`config.mk`:
```
export PLATFORM = sky130hd
export DESIGN_NAME = dmem_arbiter
export DESIGN_NICKNAME = d
export VERILOG_FILES = /design/src/rtl/dmem_arbiter.sv
export SDC_FILE = /design/constraint.sdc
export NUM_CORES = 1
export LEC_CHECK = 0
export ABC_CLOCK_PERIOD_IN_PS = 3850
export BUFFER_PORTS_ARGS = -buffer_cell sky130_fd_sc_hd__buf_4
export CAP_MARGIN = 10
export CELL_PAD_IN_SITES_DETAIL_PLACEMENT = 0
export CELL_PAD_IN_SITES_GLOBAL_PLACEMENT = 1
export CORE_UTILIZATION = 34
export CTS_CLUSTER_DIAMETER = 150
export DETAILED_ROUTE_END_ITERATION = 12
export GPL_ROUTABILITY_DRIVEN = 1
export GPL_TIMING_DRIVEN = 0
export PLACE_DENSITY_LB_ADDON = 0.1
export SYNTH_ARGS = -nofsm -noshare
export SYNTH_HDL_FRONTEND = slang
export SYNTH_SLANG_ARGS = --single-unit
```
`constraint.sdc`:
```
create_clock -name clk -period 3.85 [get_ports clk]
set_input_delay 0.5775 -clock clk [delete_from_list [all_inputs] [get_ports clk]]
set_output_delay 0.5775 -clock clk [all_outputs]
set_load 0.03 [all_outputs]
```
`src/rtl/dmem_arbiter.sv`:
```
// dmem_arbiter: two-port arbiter and sequencer for the single-ported 128x32
// data SRAM. Port 0 is the processor data port, port 1 the loader/debug port.
// Each granted access becomes a registered, active-low CEN/WEN/OEN pin
// sequence; read data returns with a one-cycle rvalid pulse.
// Optional feature macro: DMEM_ARB_RR_EN selects round-robin tie breaking.
// When it is undefined, port 0 has fixed priority and no pointer flop exists.
module dmem_arbiter #(
    parameter int READ_LAT = 1
) (
    input  logic        clk,
    input  logic        rst,
    input  logic        m0_req,
    input  logic        m0_we,
    input  logic [6:0]  m0_addr,
    input  logic [31:0] m0_wdata,
    input  logic        m1_req,
    input  logic        m1_we,
    input  logic [6:0]  m1_addr,
    input  logic [31:0] m1_wdata,
    output logic        m0_gnt,
    output logic        m1_gnt,
    output logic        m0_rvalid,
    output logic        m1_rvalid,
    output logic [31:0] m0_rdata,
    output logic [31:0] m1_rdata,
    output logic        CEN,
    output logic        WEN,
    output logic        OEN,
    output logic [6:0]  A,
    output logic [31:0] Data2Mem,
    input  logic [31:0] ReadDataMem
);

    typedef enum logic [1:0] {
        ST_IDLE  = 2'd0,
        ST_ISSUE = 2'd1,
        ST_WAIT  = 2'd2,
        ST_RESP  = 2'd3
    } state_t;

    // Counter preload: the last WAIT cycle is the one where the counter is 0.
    localparam logic [1:0] LAT_LOAD = 2'(READ_LAT - 1);

    state_t      r_state;
    logic        r_port;
    logic        r_we;
    logic [1:0]  r_cnt;
`ifdef DMEM_ARB_RR_EN
    logic        r_last;
`endif

    logic        w_any_req;
    logic        w_win;
    logic        w_win_we;
    logic [6:0]  w_win_addr;
    logic [31:0] w_win_wdata;

    // Choose the winning port among the current requests.
    always_comb begin
        w_any_req = m0_req | m1_req;
        if (m0_req && m1_req) begin
`ifdef DMEM_ARB_RR_EN
            w_win = ~r_last;
`else
            w_win = 1'b0;
`endif
        end else if (m1_req) begin
            w_win = 1'b1;
        end else begin
            w_win = 1'b0;
        end
    end

    // Route the winning port's command toward the pin registers.
    always_comb begin
        if (w_win) begin
            w_win_we    = m1_we;
            w_win_addr  = m1_addr;
            w_win_wdata = m1_wdata;
        end else begin
            w_win_we    = m0_we;
            w_win_addr  = m0_addr;
            w_win_wdata = m0_wdata;
        end
    end

    // Sequencer: arbitrate, drive the SRAM pins, count latency, return data.
    always_ff @(posedge clk) begin
        if (rst) begin
            r_state   <= ST_IDLE;
            r_port    <= 1'b0;
            r_we      <= 1'b0;
            r_cnt     <= 2'd0;
            CEN       <= 1'b1;
            WEN       <= 1'b1;
            OEN       <= 1'b1;
            A         <= 7'd0;
            Data2Mem  <= 32'd0;
            m0_gnt    <= 1'b0;
            m1_gnt    <= 1'b0;
            m0_rvalid <= 1'b0;
            m1_rvalid <= 1'b0;
            m0_rdata  <= 32'd0;
            m1_rdata  <= 32'd0;
`ifdef DMEM_ARB_RR_EN
            r_last    <= 1'b1;
`endif
        end else begin
            // Pulses and pin strobes are inactive unless a state below asserts them.
            m0_gnt    <= 1'b0;
            m1_gnt    <= 1'b0;
            m0_rvalid <= 1'b0;
            m1_rvalid <= 1'b0;
            CEN       <= 1'b1;
            WEN       <= 1'b1;
            OEN       <= 1'b1;
            case (r_state)
                ST_IDLE, ST_RESP: begin
                    if (w_any_req) begin
                        r_state  <= ST_ISSUE;
                        r_port   <= w_win;
                        r_we     <= w_win_we;
                        CEN      <= 1'b0;
                        WEN      <= ~w_win_we;
                        OEN      <= w_win_we;
                        A        <= w_win_addr;
                        Data2Mem <= w_win_wdata;
                        m0_gnt   <= ~w_win;
                        m1_gnt   <= w_win;
`ifdef DMEM_ARB_RR_EN
                        r_last   <= w_win;
`endif
                    end else begin
                        r_state <= ST_IDLE;
                    end
                end
                ST_ISSUE: begin
                    if (r_we) begin
                        r_state <= ST_IDLE;
                    end else begin
                        r_state <= ST_WAIT;
                        r_cnt   <= LAT_LOAD;
                    end
                end
                ST_WAIT: begin
                    if (r_cnt == 2'd0) begin
                        r_state <= ST_RESP;
                        if (r_port) begin
                            m1_rdata  <= ReadDataMem;
                            m1_rvalid <= 1'b1;
                        end else begin
                            m0_rdata  <= ReadDataMem;
                            m0_rvalid <= 1'b1;
                        end
                    end else begin
                        r_cnt <= r_cnt - 2'd1;
                    end
                end
                default: begin
                    r_state <= ST_IDLE;
                end
            endcase
        end
    end

endmodule
```
# After elaboration in Yosys (flattened, before gate mapping)
# Cells that the tools add are included.
# W data, S select, Z words.
# totals
ff_bits	116
output_inout_bits	110
elab_cells	57
# op_classes
add_sub_neg	1
n_eq_ne	6
muxes	15
bitwise_logic	8
n_reduce_logical	12
# op_table
op	n
$mux W32	1
$reduce_and A3 Y1	3
$mux W2	4
$mux W1	7
$mux W7	1
$not A1 Y1	7
$ne A2 B2 Y1 const B	3
$pmux W2 S3	1
$reduce_or A3 Y1	2
$eq A2 B2 Y1 const B	2
$logic_not A2 Y1	2
$pmux W2 S2	1
$reduce_or A2 Y1	2
$eq A2 B1 Y1 const B	1
$reduce_and A2 Y1	1
$reduce_bool A2 Y1	1
$sub A2 B1 Y2 const B	1
$logic_and A1 B1 Y1	1
$or A1 B1 Y1	1

# Longest topological paths before layout
# Gate-level depths: netlist of run 1.
# depth
depth_word	4
ltp_mapped	7
ltp_nobuf	5

# Least setup slack after synthesis of run 1
# OpenSTA, ideal clock, no wires.
# synth_timing
path_type	reg2reg
start	register r_state[0]
end	register Data2Mem[10]
arrival_time_ns	1.322
required_ns	3.717
setup_slack_ns	2.396
stages_incl_launch_ff	7
synth_period_minus_slack_ns	1.454
cell_sequence	dfxtp_1 > inv_1 > ha_1 > o21a_1 > buf_4 > clkbuf_1 > a21oi_1
# synth_via
elab_chain_len	3
elab_cells_between_ends	4
# synth_lines
element	line_no	source
from (decl)	44	state_t r_state;
from (signal assigned)	90	r_state <= ST_IDLE;
from (signal assigned)	120	r_state <= ST_ISSUE;
from (signal assigned)	134	r_state <= ST_IDLE;
$eq A2 B2 Y1 or $logic_not A2 Y1 (tied branches)	117	case (r_state)
$reduce_or A2 Y1 *	117	
$reduce_and A2 Y1 (no line) *	-	
to (signal assigned)	127	Data2Mem <= w_win_wdata;
to (decl)	30	output logic [31:0] Data2Mem,
# Every way passes the cells marked *; elsewhere a longest branch is shown, timed or not.
# A chain may end at the register's enable or synchronous reset.

# Worst setup path in the final report of run 1
# layout_timing
start	register r_state[0]
end	register Data2Mem[24]
# Same word-level chain as after synthesis.

==> summary.md, run 1 <==
| Metric | Value |
|---|---|
| Post-DRT Antenna Nets | 0 |
| Leak Pwr | 3.197 nW |
| Antenna violations before repair | 0 |
| CTS tree | yes |
| Post-CTS Repair Setup Buffers | 0 |
| Netlist cell types | 31 |
| DRC errors left | 0 |
| DR WL/cell | 13.48 um |
| I/O pin total | 226 |
| Clock latency on the worst-skew pair | 410 ps |
| Max Clock Skew | 6.171 ps |
| GPL Wtd Cong | 0.7625 |
| FMAX | 575.6 MHz |
| Area leader, netlist | dfxtp_1 |
| Slew Limit Fails | 0 |
| Count of flip-flops with a built-in enable after synthesis | 0 |
| Via count | 4330 |
| Total Wirelength | 12710 um |
| Layout Cells excl Fill | 943 |
| Net Sw Frac | 24.52% |
| Total GRT Usage | 19.52% |
| Final setup viols | 0 |
| Internal | 2.670 mW |
| # placed instances | 911 |
| Number of fill cells | 1207 |
| Ranking of synthesized cells by area | dfxtp_1, a21oi_1, nand2_1 |
| Setup crit end kind | flip-flop |
| Syn_nets | 634 |
| Die H | 116.1 um |
| Startpoint class of the critical path | flip-flop |
| Drt pass-1 iters | 5 |
| Outcome | finished clean |
| R2R Setup Slk | 2110 ps |
| Reg clk slew, reported paths | 50 ps |
| Clock sinks | 116 |
| Largest net degree at the start of global routing | 17 |
| Post_cts resized | 0 |
| Unrepaired setup endpoints after global routing | false |
| Ys flop type | dfxtp_1 |
| Clk pwr share | 48.4% |
| First-pass GRT wire length | 19930 um |
| Top post-synthesis cells by count | nand2_1, dfxtp_1, a21oi_1 |
| Num rows | 41 |
| Vias in the first global route | 4162 |
| Worst path arrival time | 2010 ps |
| Layout area overhead | 57.53% |
| Die area | 13480 sq um |
| Starting Density | 34.93% |
| Slew @ Worst Pin | 505.0 ps |
| Hold buffer count at cts | 0 |
| Gate power share | 14.8% |
| Asr flop ratio synth | 0% |
| Clock H-tree levels | 4 |
| Power Density | 507.4 nW/um^2 |
| Mean Syn Cell Area | 8.610 sq um |
| Area fraction of the dominant cell type after synthesis | 52.47% |
| CTS root buffer | clkbuf_16 |
| Die span in x | 116.1 um |
| VDD IR-drop max | 0.2273 mV |
| Switching pwr | 0.8673 mW |
| DPL Wire Length | 9441 um |
| Most common cell in the netlist | nand2_1 |
| Critical path required time | 4120 ps |
| Seq/Total Area, Yosys | 52.47% |
| Max-slew headroom | 66.34% |
| Iter 0 DRT Violations | 190 |
| Layout cells sized above 1 | 36.19% |
| Setup TNS | 0 ps |
| Core ar. | 12670 sq um |
| Netlist Area Pre-Place | 4425 sq um |
| Vias/cell | 4.592 |
| Hold Crit Class | input port to flip-flop |
| Endpoints failing hold | 0 |
| Post-layout min period | 1737 ps |
| IO buf count | 225 |
| #FFs+latches synth | 116 |
| GRT overflow | 0 |
| Critical path peak fanout | 10 |
| Seq pwr share | 36.8% |
| Syn Inst Count | 514 |
| Max-Cap Viols | 0 |
| Layout Nets | 878 |
| Diode count | 0 |
| Tcrit/Tclk final | 45.12% |
| Critical path class | flip-flop to flip-flop |
| Yosys warnings | 0 |
| Worst-case clock buffer depth | 2 |
| Cts bufs inserted | 17 |
worst paths after layout:
kind	startpoint	cells after the start	endpoint
worst max-delay path	r_state[0]	6	Data2Mem[24]
worst min-delay path	ReadDataMem[0]	3	m1_rdata[0]
worst max register to register	r_state[0]	6	Data2Mem[24]
worst min register to register	m1_rdata[11]	2	m1_rdata[11]
power groups by stage:
stage	Sequential (mW)	Clock [mW]	Combinational, mW
after floorplan	1.44	0	0.160
after global placement	1.32	0	0.522
after detailed placement	1.33	0	0.526
after CTS	1.30	1.74	0.529
after global routing	1.31	1.81	0.568
final	1.30	1.71	0.523
layout make-up:
| class | instances | area, sq um | share of cell area, % |
|---|---|---|---|
| Timing Repair Buffer | 225 | 1689 | 24.23 |
| Buffer | 40 | 214.0 | 3.069 |
| Tap cell | 172 | 215.2 | 3.087 |
| Sequential cell | 116 | 2322 | 33.31 |
| Clock buffer | 22 | 464.2 | 6.658 |
| Clock inverter | 10 | 177.7 | 2.548 |
| Multi-Input combinational cell | 352 | 1867 | 26.78 |
| Inverter | 6 | 22.52 | 0.3230 |
metal layers:
layer	GRT usage, %	routed length, um	up-vias
li1	-	-	2216
met1	22.88	5406	1954
met2	32.50	6125	145
met3	7.317	996	15
met4	7.350	183	0
met5	0	0	-
through the flow:
step	power [mW]	instance area (sq um)	util, %	worst slack, ps	hold WS (ps)
after CTS	3.571	6972	55.02	2110	406.5
after detailed placement	1.851	6330	49.96	2014	447.0
after global placement	1.845	6330	49.96	2045	442.1
after floorplan	1.605	4425	-	2396	434.7
after global routing	3.684	6972	55.02	1894	405.9
final	3.537	6972	55.02	2113	420.4
kinds of logic after synthesis:
kind of cell,synth area share [%]
flip-flops,52.47
buffers and inverters,5.343
multiplexers,9.273
AND/OR/NAND/NOR,14.50
AO/OA/AOI/OAI,17.27
adder cells (fa/ha/maj),1.131
critical path, cell delays in order (launching register included):
cell and delay [ps]:
dfxtp_1 340, inv_1 70, ha_1 350, o21a_1 160, buf_4 160, clkbuf_1 390, a21oi_1 120
sequential cells by signal, indices dropped and copies added (netlist names):
register	count
Data2Mem	32
A	7
OEN	1
m1_gnt	1
m1_rvalid	1
m1_rdata	32
r_state	2
r_cnt	2
r_we	1
m0_gnt	1
m0_rvalid	1
r_port	1
CEN	1
m0_rdata	32
WEN	1
placed cells by master, fill, tap and decap left out, types with 4 or more instances in the layout:
cell type	n
a21oi_1	104
clkbuf_16	17
mux2i_1	41
nand2_1	133
buf_4	236
inv_1	6
dfxtp_1	116
o21ai_0	38
nor2_1	7
clkinv_2	4
buf_2	9
ha_1	4
bufinv_16	5
clkbuf_1	19
Note: power is estimated with default switching activity, not from simulation.
==> run 2: changes to the inputs <==
--- a/config.mk
+++ b/config.mk
@@ -5,12 +5,12 @@
 export SDC_FILE = /design/constraint.sdc
 export NUM_CORES = 1
 export LEC_CHECK = 0
-export ABC_CLOCK_PERIOD_IN_PS = 3850
+export ABC_CLOCK_PERIOD_IN_PS = 1700
 export BUFFER_PORTS_ARGS = -buffer_cell sky130_fd_sc_hd__buf_4
 export CAP_MARGIN = 10
 export CELL_PAD_IN_SITES_DETAIL_PLACEMENT = 0
 export CELL_PAD_IN_SITES_GLOBAL_PLACEMENT = 1
-export CORE_UTILIZATION = 34
+export CORE_UTILIZATION = 32
 export CTS_CLUSTER_DIAMETER = 150
 export DETAILED_ROUTE_END_ITERATION = 12
 export GPL_ROUTABILITY_DRIVEN = 1
==> constraint.sdc (replaced) <==
create_clock -name clk -period 1.7 [get_ports clk]
set_input_delay 0.255 -clock clk [delete_from_list [all_inputs] [get_ports clk]]
set_output_delay 0.255 -clock clk [all_outputs]
set_load 0.03 [all_outputs]
==> run 2 against run 1 <==
Non-clock buffer count unchanged; setup slack got worse by 2100 ps; global-route usage down 0.59 points; clock skew decreased by 1.8 ps; count of clock-buffer cells in the layout grew 4; sequential power rose by 130%; first-iteration DRC count is 21% lower; design area shrank 0.63%; maximum frequency grew 5.0%; hold slack lost 310 ps; largest cell class unchanged.
==> summary.md, run 2 (same netlist as run 1, synthesis figures left out) <==
| Metric | Value |
|---|---|
| Worst Path Buf+Inv | 3 |
| Num rows | 42 |
| Vias in the first global route | 4409 |
| CP Cell Sequence | inv_1 > ha_1 > o21a_1 > buf_4 > buf_2 > o21ai_0 > a21oi_1 |
| Slew Limit Fails | 0 |
| Iter 0 DRT Violations | 150 |
| Clock sinks | 116 |
| Final worst slack | 46.01 ps |
| Max-Cap Viols | 0 |
| Layout Nets | 878 |
| Diode count | 0 |
| Most common cell after layout, fill and taps aside | buf_4 |
| Hold Crit Class | input port to flip-flop |
| Dpl ws | -53.75 ps |
| DR WL/cell | 13.92 um |
| Post-CTS Repair Setup Buffers | 0 |
| Worst stage delay on the critical path | 350 ps |
| Final hold slack | 105.5 ps |
| CTS tree | yes |
| Max-slew headroom | 63.86% |
| Largest registers | Data2Mem x32, m0_rdata x32, m1_rdata x32 |
| Worst-case clock buffer depth | 2 |
| Die area | 14300 sq um |
| First-pass GRT wire length | 21010 um |
| Endpoints failing hold | 0 |
| Reg clk slew, reported paths | 50 ps |
| # placed instances | 915 |
| Layout Cells excl Fill | 945 |
| Commonest non-fill, non-tap cells in the layout | buf_4, nand2_1, dfxtp_1 |
| Met3 WL | 1071 um |
| Vias/cell | 4.612 |
| Max Clock Skew | 4.346 ps |
| Drt pass-1 iters | 4 |
| DRC errors left | 0 |
| Post-layout min period | 1654 ps |
| Die H | 119.6 um |
| Tcrit/Tclk final | 97.29% |
| Crit path max-delay cell type | dfxtp_1 |
| Top delay family on crit path | buffers and inverters |
| Core ar. | 13350 sq um |
| IO buf count | 225 |
| Die span in x | 119.6 um |
| Clock latency on the worst-skew pair | 410 ps |
| Critical path peak fanout | 10 |
| Core Util, Final | 51.90% |
| Post-DRT Antenna Nets | 0 |
| FMAX | 604.6 MHz |
| Met2 WL | 6405 um |
| CTS root buffer | clkbuf_16 |
| Critical path class | flip-flop to flip-flop |
| Clock H-tree levels | 4 |
| Power Density | 1102 nW/um^2 |
| Via count | 4358 |
| Total Wirelength | 13160 um |
| Worst path arrival time | 1940 ps |
| Antenna violations before repair | 0 |
| Layout cells sized above 1 | 36.80% |
| Slew @ Worst Pin | 542.1 ps |
| Leak Pwr | 3.189 nW |
| Final setup viols | 0 |
| Setup crit end kind | flip-flop |
| Outcome | finished clean |
| GPL Wtd Cong | 0.7151 |
| Largest net degree at the start of global routing | 17 |
| DPL Wire Length | 9881 um |
| Met1 WL | 5440 um |
| VDD IR-drop max | 0.6336 mV |
| Unrepaired setup endpoints after global routing | true |
| Startpoint class of the critical path | flip-flop |
| Starting Density | 33.16% |
| I/O pin total | 226 |
| Layout area overhead | 56.55% |
| GRT overflow | 0 |
| Total GRT Usage | 18.93% |
| Critical path required time | 1990 ps |
| Uppermost layer routed | met4 |
| Cts bufs inserted | 17 |
==> run 2: cell types whose count changed in the layout (fill, tap and decap cells not counted) <==
cell,change
clkbuf_4,+2
clkinvlp_4,-1
clkbuf_1,-6
o21ai_1,+2
o21ai_0,-2
clkbuf_8,+3
buf_2,-2
clkbuf_2,+7
bufinv_16,-3
clkinv_2,-2
==> run 2: path summary, 6_finish.rpt <==
path	from	endpoint	slack, ps	cells past startpoint
hold reg to reg	m0_rdata[23]	m0_rdata[23]	450	2
setup reg to reg	r_state[0]	Data2Mem[27]	50	7
hold / removal	ReadDataMem[20]	m0_rdata[20]	110	3
setup / recovery	r_state[0]	Data2Mem[27]	50	7
==> run 2: worst reg2reg max path: stages, from the launching register on <==
cell and delay [ps]:
dfxtp_1 350, inv_1 70, ha_1 350, o21a_1 140
buf_4 170, buf_2 180, o21ai_0 220, a21oi_1 60
==> run 2: power by group <==
part	internal (mW)	switching, mW	total, mW
Clock	2.33	1.16	3.49
Combinational	0.514	0.682	1.20
Sequential	2.87	0.0759	2.95
==> run 2: area by class of cell <==
type                       instances  area, sq um
tap                              176        220.2
clock buffer                      26        509.2
buffer                            40        227.7
multi-input combinational        352         1867
fill                            1310         6420
clock inverter                     4        70.07
timing repair buffer             225         1689
sequential                       116         2322
inverter                           6        22.52
==> run 2: routing by layer <==
layer,track usage (%),vias to the layer above
li1,-,2220
met1,21.55,1950
met2,31.86,171
met3,6.511,17
met4,8.516,0
met5,0,-
==> run 2: repair_timing <==
item / in CTS / in global routing
gates cloned: 0 / 0
setup endpoints to repair: 33 / 40
resized for setup: 7 / 4
hold buffers: 0 / 0
==> run 2: per-stage QoR <==
| step | TNS, ps | cell area, sq um | total power, mW |
|---|---|---|---|
| floorplan | 0 | 4425 | 3.634 |
| global placement | 0 | 6335 | 4.180 |
| detailed placement | -621.7 | 6335 | 4.200 |
| CTS | 0 | 6923 | 7.714 |
| global route | -540.2 | 6928 | 7.935 |
| finish | 0 | 6928 | 7.633 |
